==> src/rtl/is_uart_sync_filt_pkg.sv <==
// -----------------------------------------------------------------------------
// is_uart_pkg
//   Shared constants and helpers for the UART RX input conditioner.
//   GLITCH_CNT_W  width of each per-channel rejected-glitch counter
//   IDLE_LVL_DEF  default UART line idle level (mark = 1)
//   filt_cnt_w()  width of the per-channel filter counter for a given FILT_LEN
// -----------------------------------------------------------------------------
package is_uart_pkg;

   localparam int unsigned GLITCH_CNT_W = 8;
   localparam logic        IDLE_LVL_DEF = 1'b1;

   function automatic int unsigned filt_cnt_w(input int unsigned filt_len);
      return $clog2(filt_len + 1);
   endfunction

endpackage : is_uart_pkg

==> src/rtl/is_uart_sync_filt_ch.sv <==
// -----------------------------------------------------------------------------
// is_uart_sync_filt_ch
//   One UART RX input channel: SYNC_STAGES-deep metastability synchroniser,
//   consecutive-sample glitch filter and registered fall/rise edge pulses.
//   Optional feature macro: IS_UART_SYNC_GLITCH_CNT_EN (saturating counter of
//   rejected glitches with synchronous clear).
// Ports
//   clk_i         clock
//   rstn_i        asynchronous active-low reset
//   rxd_i         raw asynchronous RX line
//   rxd_o         synchronised, filtered RX line
//   fall_o        1-cycle pulse when rxd_o goes 1->0
//   rise_o        1-cycle pulse when rxd_o goes 0->1
//   glitch_clr_i  [macro only] clear the glitch counter (wins over increment)
//   glitch_cnt_o  [macro only] saturating rejected-glitch count
// -----------------------------------------------------------------------------
module is_uart_sync_filt_ch
   import is_uart_pkg::*;
#(
   parameter int unsigned SYNC_STAGES = 2,
   parameter int unsigned FILT_LEN    = 4,
   parameter logic        IDLE_LVL    = IDLE_LVL_DEF
) (
   input  logic                    clk_i,
   input  logic                    rstn_i,
   input  logic                    rxd_i,
   output logic                    rxd_o,
   output logic                    fall_o,
   output logic                    rise_o
`ifdef IS_UART_SYNC_GLITCH_CNT_EN
   ,
   input  logic                    glitch_clr_i,
   output logic [GLITCH_CNT_W-1:0] glitch_cnt_o
`endif
);

   localparam int unsigned      CNT_W    = filt_cnt_w(FILT_LEN);
   localparam logic [CNT_W-1:0] CNT_LAST = CNT_W'(FILT_LEN - 1);

   if (SYNC_STAGES < 2) begin : g_bad_sync_stages
      $error("is_uart_sync_filt_ch: SYNC_STAGES must be >= 2");
   end
   if (FILT_LEN < 1) begin : g_bad_filt_len
      $error("is_uart_sync_filt_ch: FILT_LEN must be >= 1");
   end

   logic [SYNC_STAGES-1:0] sync_q, sync_d;
   logic [CNT_W-1:0]       cnt_q, cnt_d;
   logic                   rxd_q, rxd_d;
   logic                   fall_q, fall_d;
   logic                   rise_q, rise_d;
   logic                   s;

   // Plain shift chain: no logic between stages.
   assign s = sync_q[SYNC_STAGES-1];

   always_comb begin
      sync_d = {sync_q[SYNC_STAGES-2:0], rxd_i};
      rxd_d  = rxd_q;
      cnt_d  = '0;
      fall_d = 1'b0;
      rise_d = 1'b0;
      if (s != rxd_q) begin
         if (cnt_q == CNT_LAST) begin
            // FILT_LEN consecutive differing samples: accept the new level and
            // flag the edge on the same clock that moves rxd_o.
            rxd_d  = s;
            fall_d = ~s;
            rise_d = s;
         end else begin
            cnt_d = cnt_q + 1'b1;
         end
      end
   end

   always_ff @(posedge clk_i or negedge rstn_i) begin
      if (!rstn_i) begin
         sync_q <= {SYNC_STAGES{IDLE_LVL}};
         cnt_q  <= '0;
         rxd_q  <= IDLE_LVL;
         fall_q <= 1'b0;
         rise_q <= 1'b0;
      end else begin
         sync_q <= sync_d;
         cnt_q  <= cnt_d;
         rxd_q  <= rxd_d;
         fall_q <= fall_d;
         rise_q <= rise_d;
      end
   end

   assign rxd_o  = rxd_q;
   assign fall_o = fall_q;
   assign rise_o = rise_q;

`ifdef IS_UART_SYNC_GLITCH_CNT_EN
   logic [GLITCH_CNT_W-1:0] glitch_q, glitch_d;
   logic                    glitch_rej;

   // A glitch is rejected when the line returns to rxd_o before the filter
   // counter has run out.
   assign glitch_rej = (s == rxd_q) && (cnt_q != '0);

   always_comb begin
      glitch_d = glitch_q;
      if (glitch_clr_i) begin
         glitch_d = '0;
      end else if (glitch_rej && (glitch_q != '1)) begin
         glitch_d = glitch_q + 1'b1;
      end
   end

   always_ff @(posedge clk_i or negedge rstn_i) begin
      if (!rstn_i) begin
         glitch_q <= '0;
      end else begin
         glitch_q <= glitch_d;
      end
   end

   assign glitch_cnt_o = glitch_q;
`endif

endmodule : is_uart_sync_filt_ch

==> src/rtl/is_uart_sync_filt.sv <==
// -----------------------------------------------------------------------------
// is_uart_sync_filt
//   Multi-channel UART RX input conditioner placed between the pads and the RX
//   FSMs. Each channel is synchronised, glitch-filtered and edge-detected
//   independently; fall_o marks a start-bit candidate.
//   SYNC_STAGES=2, FILT_LEN=1 reproduces the older 3-cycle plain synchroniser.
//   Optional feature macro: IS_UART_SYNC_GLITCH_CNT_EN.
// Ports
//   clk_i         clock
//   rstn_i        asynchronous active-low reset
//   uart_rxd_i    [N_CH] raw asynchronous RX lines
//   rxd_o         [N_CH] synchronised, filtered RX lines
//   fall_o        [N_CH] 1-cycle pulse on rxd_o 1->0
//   rise_o        [N_CH] 1-cycle pulse on rxd_o 0->1
//   glitch_clr_i  [macro only] clear all glitch counters
//   glitch_cnt_o  [macro only] [N_CH*8] per-channel counters, ch0 in [7:0]
// -----------------------------------------------------------------------------
module is_uart_sync_filt
   import is_uart_pkg::*;
#(
   parameter int unsigned N_CH        = 1,
   parameter int unsigned SYNC_STAGES = 2,
   parameter int unsigned FILT_LEN    = 4,
   parameter logic        IDLE_LVL    = IDLE_LVL_DEF
) (
   input  logic                         clk_i,
   input  logic                         rstn_i,
   input  logic [N_CH-1:0]              uart_rxd_i,
   output logic [N_CH-1:0]              rxd_o,
   output logic [N_CH-1:0]              fall_o,
   output logic [N_CH-1:0]              rise_o
`ifdef IS_UART_SYNC_GLITCH_CNT_EN
   ,
   input  logic                         glitch_clr_i,
   output logic [N_CH*GLITCH_CNT_W-1:0] glitch_cnt_o
`endif
);

   for (genvar i = 0; i < N_CH; i++) begin : g_ch
      is_uart_sync_filt_ch #(
         .SYNC_STAGES (SYNC_STAGES),
         .FILT_LEN    (FILT_LEN),
         .IDLE_LVL    (IDLE_LVL)
      ) u_ch (
         .clk_i        (clk_i),
         .rstn_i       (rstn_i),
         .rxd_i        (uart_rxd_i[i]),
         .rxd_o        (rxd_o[i]),
         .fall_o       (fall_o[i]),
         .rise_o       (rise_o[i])
`ifdef IS_UART_SYNC_GLITCH_CNT_EN
         ,
         .glitch_clr_i (glitch_clr_i),
         .glitch_cnt_o (glitch_cnt_o[i*GLITCH_CNT_W +: GLITCH_CNT_W])
`endif
      );
   end

endmodule : is_uart_sync_filt

==> config.mk <==
export PLATFORM = sky130hd
export DESIGN_NAME = is_uart_sync_filt
export DESIGN_NICKNAME = d
export VERILOG_FILES = /design/src/rtl/is_uart_sync_filt_pkg.sv /design/src/rtl/is_uart_sync_filt_ch.sv /design/src/rtl/is_uart_sync_filt.sv
export SDC_FILE = /design/constraint.sdc
export NUM_CORES = 1
export LEC_CHECK = 0
export CORE_AREA = 2 2 39 41
export CTS_BUF_LIST = sky130_fd_sc_hd__clkbuf_4
export CTS_CLUSTER_DIAMETER = 150
export DETAILED_ROUTE_END_ITERATION = 10
export DIE_AREA = 0 0 41 43
export MAX_ROUTING_LAYER = met4
export PLACE_DENSITY = 0.52
export SLEW_MARGIN = 20
export SYNTH_ARGS = -nofsm -noshare
export SYNTH_HDL_FRONTEND = slang
export SYNTH_SLANG_ARGS = --single-unit
==> constraint.sdc <==
create_clock -name clk_i -period 2.42 [get_ports clk_i]
set_input_delay 0.484 -clock clk_i [delete_from_list [all_inputs] [get_ports clk_i]]
set_output_delay 0.484 -clock clk_i [all_outputs]
set_load 0.05 [all_outputs]
After elaboration in Yosys (flattened, before gate mapping)
Cells that the tools add are included.
W data, S select, Z words.

storage, ports and cells
  input bits = 3
  flip-flop bits (word level) = 8
  output and inout bits = 3
  logic and storage cells = 16

operators by class
  multiplexer cells = 6
  reduce and logical (&&, ||, !) cells = 1
  add/sub/neg operators = 1
  bitwise logic cells = 1
  equality and inequality tests = 2

operators by type and width
  cell                   number
  $mux W3                2
  $mux W1                4
  $add A3 B1 Y3 const B  1
  $eq A3 B2 Y1 const B   1
  $reduce_and A2 Y1      1
  $ne A1 B1 Y1           1
  $not A1 Y1             1

Depth between registers and ports, before layout
Gate-level depths: netlist (run 1).

  depth in word-level cells = 3
  gate-level depth with buffers = 3

Worst setup path after synthesis (run 1)
No wires, ideal clock.

  path kind = reg-to-reg
  start = register g_ch[0].u_ch.rxd_q
  end = register g_ch[0].u_ch.cnt_q[1]
  stages on the path, launching flop included = 3
  arrival = 1.072 ns
  setup time = 0.120 ns
  path buffers = 0
  setup slack = 1.228 ns
  required time = 2.300 ns
  path through = dfstp_2 -> xnor2_1 -> and3b_1

on the way
  word-level cells in the longest chain between the ends = 2

RTL lines
  item                       RTL line                    RTL
  start, declared            is_uart_sync_filt_ch.sv:49  logic rxd_q, rxd_d;
  start signal, assigned     is_uart_sync_filt_ch.sv:86  rxd_q <= rxd_d;
  $ne A1 B1 Y1               is_uart_sync_filt_ch.sv:63  if (s != rxd_q) begin
  $mux W3                    is_uart_sync_filt_ch.sv:63
  net g_ch[0].u_ch.cnt_d[1]  is_uart_sync_filt_ch.sv:48  logic [CNT_W-1:0] cnt_q, cnt_d;
  end signal, assigned       is_uart_sync_filt_ch.sv:85  cnt_q <= cnt_d;
  end, declared              is_uart_sync_filt_ch.sv:48

The timed path passes the listed nets, and every way through them passes these cells.
A chain may end at the register's enable or synchronous reset.

Worst setup path after layout (run 1)
  start = register g_ch[0].u_ch.rxd_q
  end = output port rxd_o

RTL lines
  item           RTL line                 RTL
  end, declared  is_uart_sync_filt.sv:29  output logic [N_CH-1:0] rxd_o,

No word-level cell between the ends.

==> impl_metrics.py, run 1 <==
metrics = {
    "status": {
        "outcome": "completed",
    },
    "clock_tree": {
        "htree_levels": 1,
        "cts_tree": "built",
        "cts_root_buf": "clkbuf_4",
        "postCtsHoldBufs": 0,
        "clock_latency_ns": 0.25,
        "cts_max_path_buffers": 2,
        "cts_buffers": 3,
        "cts.sinks": 8,
        "cts.clk_slew.worst_paths_ns": 0.06,
        "cts_resized": 0,
        "postCtsSetupRepairBufs": 0,
    },
    "routing": {
        "viasPerCell": 3.643,
        "route.vias.total": 153,
        "drc": 0,
        "ant_nets": 0,
        "dr.pass1.iters": 1,
        "dr.first_iter.drc_count": 0,
        "wire_per_inst_um": 9.429,
        "drt_wl_total_um": 396,
    },
    "final_layout": {
        "drive_gt1_share_pct": 34.62,
        "n_antenna_cell": 0,
        "finish.instance_area_um2": 389.1,
        "utilization_pct": 28.12,
        "area_delta_synth_final_pct": 34.63,
        "nFillCells": 144,
        "nNetsFinal": 31,
        "multi_input_area_um2": 85.08,
        "seq_area_um2": 203.9,
    },
    "timing": {
        "drv_slew": 0,
        "fin_skew_ns": 0.006172,
        "layout_min_cycle_time_ns": 2.105,
        "grt_setup_unrepaired": "false",
        "hold_viol": 0,
        "holdWs_ns": 0.3656,
        "max_freq_ghz": 0.4751,
        "setup_violations": 0,
        "relSlewSlack_pct": 66.50,
        "min_period_over_period_pct": 86.98,
        "setup_tns_ns": 0,
        "tightest_slew_ns": 0.5009,
    },
    "synth": {
        "async_reset_ff_share_pct": 100.0,
        "yosysMostFrequentCell": "dfrtp_1",
        "synth-adder-area-share_pct": 4.329,
        "yosys_warnings": 0,
        "synth-compound-area-share_pct": 0,
        "synthMuxAreaShare_pct": 3.896,
        "synth.distinct_cells": 8,
        "synth_ff_type": "dfrtp_1",
        "synth_edf_count": 0,
        "synth_top_area_share_pct": 43.29,
        "netlist_instances": 17,
        "yosysTopAreaCell": "dfrtp_1",
        "yosysSeqAreaShare_pct": 70.56,
        "synthSimpleGateAreaFrac_pct": 18.18,
        "syn_area_um2": 289.0,
        "ys_ff_latch": 8,
        "synth_area_leaders": "dfrtp_1 (43%), dfstp_2 (27%), nor3b_1 (10%)",
        "syn_nets": 21,
        "synth_top_family_by_area": "simple AND/OR/NAND/NOR gates",
        "synth-xor-area-share_pct": 3.030,
        "synth_area_per_cell_um2": 17.00,
        "synth_top_cells_by_count": "dfrtp_1 (5), nor3b_1 (4), dfstp_2 (3)",
    },
    "placement": {
        "placed_area_um2": 359.1,
        "gp_congestion": 0.6798,
        "io_buffers": 5,
    },
    "worst_setup_path": {
        "crit_type": "flop to output pin",
        "crit_family": "buffers and inverters",
        "critPathRequiredTime_ns": 1.94,
        "startpoint_type": "flop",
        "endpoint_kind": "output pin",
        "cp_max_fo": 5,
        "path_buf_inv": 1,
        "critical_path_arrival_ns": 1.62,
        "crit_path_max_incr_delay_ns": 0.81,
        "path_cells": "clkdlybuf4s50_1",
        "slowest_stage": "clkdlybuf4s50_1",
    },
    "grt": {
        "grt_antenna_before_repair": 0,
        "grt_pass1_vias": 183,
        "grt.overflow.total": 0,
        "grt_usage_pct": 7.001,
        "grt_max_degree": 9,
        "grt_pass1_wl_um": 710,
    },
    "power_and_ir_drop": {
        "leakagePower_nw": 0.1657,
        "irDropWorstVdd_v": 0.0004417,
        "p_per_area_nw_per_um2": 1090,
    },
    "min_path": {
        "hold_path_class": "flop to flop",
    },
    "floorplanning": {
        "core_um2": 1384,
        "io_pins": 6,
        "fp.dieArea_um2": 1763,
        "fp-row-count": 14,
        "start_util_pct": 20.89,
        "die_w_um": 41,
        "die_h_um": 43,
    },
    "run": {
        "cap_violations": 0,
    },
}
==> layout make-up <==
type | instances | area share [%]
multi-input cells | 9 | 21.86
repair buffers | 5 | 12.86
well taps | 16 | 5.145
clock buffers | 4 | 7.717
flip-flops and latches | 8 | 52.41
==> power by group <==
part	leakage, nW	total (mW)	internal (mW)	switching, mW
registers	0.0991	0.186	0.167	0.0181
clock network	0.0184	0.117	0.0741	0.0432
logic	0.0482	0.121	0.0541	0.0673
==> metal layers <==
metal	track usage, %	share of wire [%]
met1	7.432	47
met4	8.000	0
met2	8.438	45
met5	-	0
met3	3.141	7.1
==> sequential cells by signal (all words and copies together), names as in the netlist <==
| signal | flops |
|---|---|
| g_ch.u_ch.cnt_q | 3 |
| g_ch.u_ch.sync_q | 2 |
| g_ch.u_ch.fall_o | 1 |
| g_ch.u_ch.rise_o | 1 |
| g_ch.u_ch.rxd_o | 1 |
==> per-stage QoR <==
stage | setup slack, ns | std cells | power [mW]
5_1_grt | 0.2680 | 42 | 0.4528
3_3_place_gp | 0.5852 | 38 | 0.3056
3_5_place_dp | 0.5845 | 38 | 0.3112
2_1_floorplan | 1.228 | 17 | 0.2733
6_report | 0.3150 | 42 | 0.4243
4_1_cts | 0.3046 | 42 | 0.4339
==> cells in the final DEF, fill, tap and decap left out <==
master,Yosys,final
and3b_1,1,1
dfrtp_1,5,5
nand2b_4,1,1
dfstp_2,3,3
nor3b_1,4,4
mux2_2,1,1
clkdlybuf4s50_1,0,5
clkbuf_4,0,4
ha_1,1,1
xnor2_1,1,1
==> cells by family after synthesis <==
logic type | Yosys count
adders and majority gates | 1
and+or+nand+nor | 6
muxes | 1
xor gates and xnor gates | 1
DFF | 8
==> path summary, 6_finish.rpt <==
kind | to | from | slack [ns] | cells after the start
hold reg to reg | g_ch[0].u_ch.sync_q[1] | g_ch[0].u_ch.sync_q[0] | 0.37 | 0
max in group asynchronous | g_ch[0].u_ch.rxd_o | rstn_i | 1.62 | 1
min in group asynchronous | g_ch[0].u_ch.fall_o | rstn_i | 0.50 | 1
hold / removal | g_ch[0].u_ch.sync_q[1] | g_ch[0].u_ch.sync_q[0] | 0.37 | 0
setup / recovery | rxd_o | g_ch[0].u_ch.rxd_o | 0.32 | 1
setup reg to reg | g_ch[0].u_ch.rxd_o | g_ch[0].u_ch.cnt_q[0] | 1.31 | 3
No activity file was read; power rests on OpenSTA's default activity.
==> run 2, diff against run 1 <==
--- a/config.mk
+++ b/config.mk
@@ -15,4 +15,5 @@
 export SLEW_MARGIN = 20
 export SYNTH_ARGS = -nofsm -noshare
 export SYNTH_HDL_FRONTEND = slang
+export SYNTH_HIERARCHICAL = 1
 export SYNTH_SLANG_ARGS = --single-unit
==> impl_metrics.py, run 2 <==
metrics = {
    "worst_setup_path": {
        "path_cells": "clkdlybuf4s50_1",
        "endpoint_kind": "output pin",
        "regToRegSetupSlack_ns": 1.31,
        "critical_path_arrival_ns": 1.62,
        "crit_family": "buffers and inverters",
        "path_buf_inv": 1,
        "cp_max_fo": 5,
        "crit_type": "flop to output pin",
        "crit_path_max_incr_delay_ns": 0.81,
        "critPathRequiredTime_ns": 1.94,
        "startpoint_type": "flop",
        "slowest_stage": "clkdlybuf4s50_1",
        "critPathLaunch": "g_ch[0].u_ch/rxd_o",
        "worstReg2RegStart": "g_ch[0].u_ch/cnt_q[0]",
    },
    "timing": {
        "fin_skew_ns": 0.005533,
        "min_period_over_period_pct": 87.02,
        "setup_violations": 0,
        "tightest_slew_ns": 0.5009,
        "drv_slew": 0,
        "holdWs_ns": 0.3648,
        "layout_min_cycle_time_ns": 2.106,
        "grt_setup_unrepaired": "false",
        "hold_viol": 0,
        "relSlewSlack_pct": 66.50,
        "setup_tns_ns": 0,
        "max_freq_ghz": 0.4749,
    },
    "clock_tree": {
        "cts_tree": "built",
        "htree_levels": 1,
        "cts_buffers": 3,
        "cts.sinks": 8,
        "cts_resized": 0,
        "cts.clk_slew.worst_paths_ns": 0.06,
        "clock_latency_ns": 0.25,
        "cts_root_buf": "clkbuf_4",
        "postCtsSetupRepairBufs": 0,
        "postCtsHoldBufs": 0,
        "cts_max_path_buffers": 2,
    },
    "synth": {
        "ys_ff_latch": 8,
        "synth_ff_type": "dfrtp_1",
        "yosys_warnings": 6,
        "netlist_instances": 17,
        "yosysSeqAreaShare_pct": 70.56,
        "yosysTopAreaCell": "dfrtp_1",
        "yosysMostFrequentCell": "dfrtp_1",
        "synth_top_cells_by_count": "dfrtp_1 (5), nor3b_1 (4), dfstp_2 (3)",
        "synth_area_leaders": "dfrtp_1 (43%), dfstp_2 (27%), nor3b_1 (10%)",
        "syn_nets": 21,
        "synth_top_area_share_pct": 43.29,
        "synth_edf_count": 0,
        "synth.distinct_cells": 8,
        "synth_area_per_cell_um2": 17.00,
        "syn_area_um2": 289.0,
        "async_reset_ff_share_pct": 100.0,
    },
    "floorplanning": {
        "core_um2": 1384,
        "io_pins": 6,
        "die_h_um": 43,
        "fp.dieArea_um2": 1763,
        "die_w_um": 41,
        "start_util_pct": 20.89,
        "fp-row-count": 14,
    },
    "run": {
        "cap_violations": 0,
    },
    "grt": {
        "busiest_layer": "met2",
        "grt_usage_pct": 7.001,
        "grt_pass1_wl_um": 710,
        "grt_util_met3_pct": 3.141,
        "use_met1_pct": 7.432,
        "grt_antenna_before_repair": 0,
        "grt_pass1_vias": 183,
        "grt_max_degree": 9,
        "grtUsageMet2_pct": 8.438,
        "grt.overflow.total": 0,
    },
    "power_and_ir_drop": {
        "irDropWorstVdd_v": 0.0004420,
        "p_per_area_nw_per_um2": 1092,
        "leakagePower_nw": 0.1657,
    },
    "final_layout": {
        "multi_input_area_um2": 85.08,
        "area_delta_synth_final_pct": 34.63,
        "layout_common_cells": "dfrtp_1 (5), clkdlybuf4s50_1 (5), clkbuf_4 (4), nor3b_1 (4), dfstp_2 (3)",
        "regMostFlops": "g_ch.u_ch/cnt_q",
        "nFillCells": 144,
        "n_antenna_cell": 0,
        "largest_register_ffs": 3,
        "top_regs": "g_ch.u_ch/cnt_q (3), g_ch.u_ch/sync_q (2)",
        "drive_gt1_share_pct": 34.62,
        "fin_cells": 42,
        "nNetsFinal": 31,
        "utilization_pct": 28.12,
        "seq_area_um2": 203.9,
    },
    "min_path": {
        "hold_path_class": "flop to flop",
        "min_from": "g_ch[0].u_ch/sync_q[0]",
    },
    "routing": {
        "drt_wl_total_um": 401,
        "drc": 0,
        "wire_per_inst_um": 9.548,
        "dr.pass1.iters": 1,
        "viasPerCell": 3.619,
        "dr.first_iter.drc_count": 0,
        "ant_nets": 0,
        "route.vias.total": 152,
    },
    "placement": {
        "place_inst": 38,
        "io_buffers": 5,
        "gp_congestion": 0.6798,
    },
    "status": {
        "outcome": "completed",
    },
}
## run 2: cells by family after synthesis
kind of cell / synth area share (%)
flops: 70.56
mux: 3.896
simple gates: 18.18
fa+ha+maj: 4.328
xor+xnor: 3.031
## run 2: final timing paths
check,endpoint,cells past startpoint
worst max-delay path,rxd_o,1
min in group asynchronous,g_ch[0].u_ch/fall_o,1
worst min register to register,g_ch[0].u_ch/sync_q[1],0
worst max register to register,g_ch[0].u_ch/rxd_o,3
max in group asynchronous,g_ch[0].u_ch/rxd_o,1
worst min-delay path,g_ch[0].u_ch/sync_q[1],0
## run 2: cell type report
type	count	area share, %
clock buffer	4	7.717
multi-input combinational	9	21.86
sequential	8	52.41
tap	16	5.145
timing repair buffer	5	12.86
## run 2: through the flow
| step | setup WS (ns) | instance area (um^2) | power [mW] |
|---|---|---|---|
| floorplan | 1.228 | 289.0 | 0.2733 |
| CTS | 0.3046 | 389.1 | 0.4339 |
| detailed placement | 0.5845 | 359.1 | 0.3112 |
| global route | 0.2680 | 389.1 | 0.4528 |
| global placement | 0.5852 | 359.1 | 0.3056 |
| finish | 0.3142 | 389.1 | 0.4248 |
## run 2: routing by layer
metal | vias up | wire length [um]
met1 | 71 | 194
met3 | 0 | 28
li1 | 75 | -
met2 | 6 | 178
met5 | - | 0
met4 | 0 | 0
## run 2: power by group
part / internal [mW] / total [mW] / switching [mW]
Clock: 0.0741 / 0.118 / 0.0435
Combinational: 0.0541 / 0.122 / 0.0675
Sequential: 0.167 / 0.186 / 0.0181
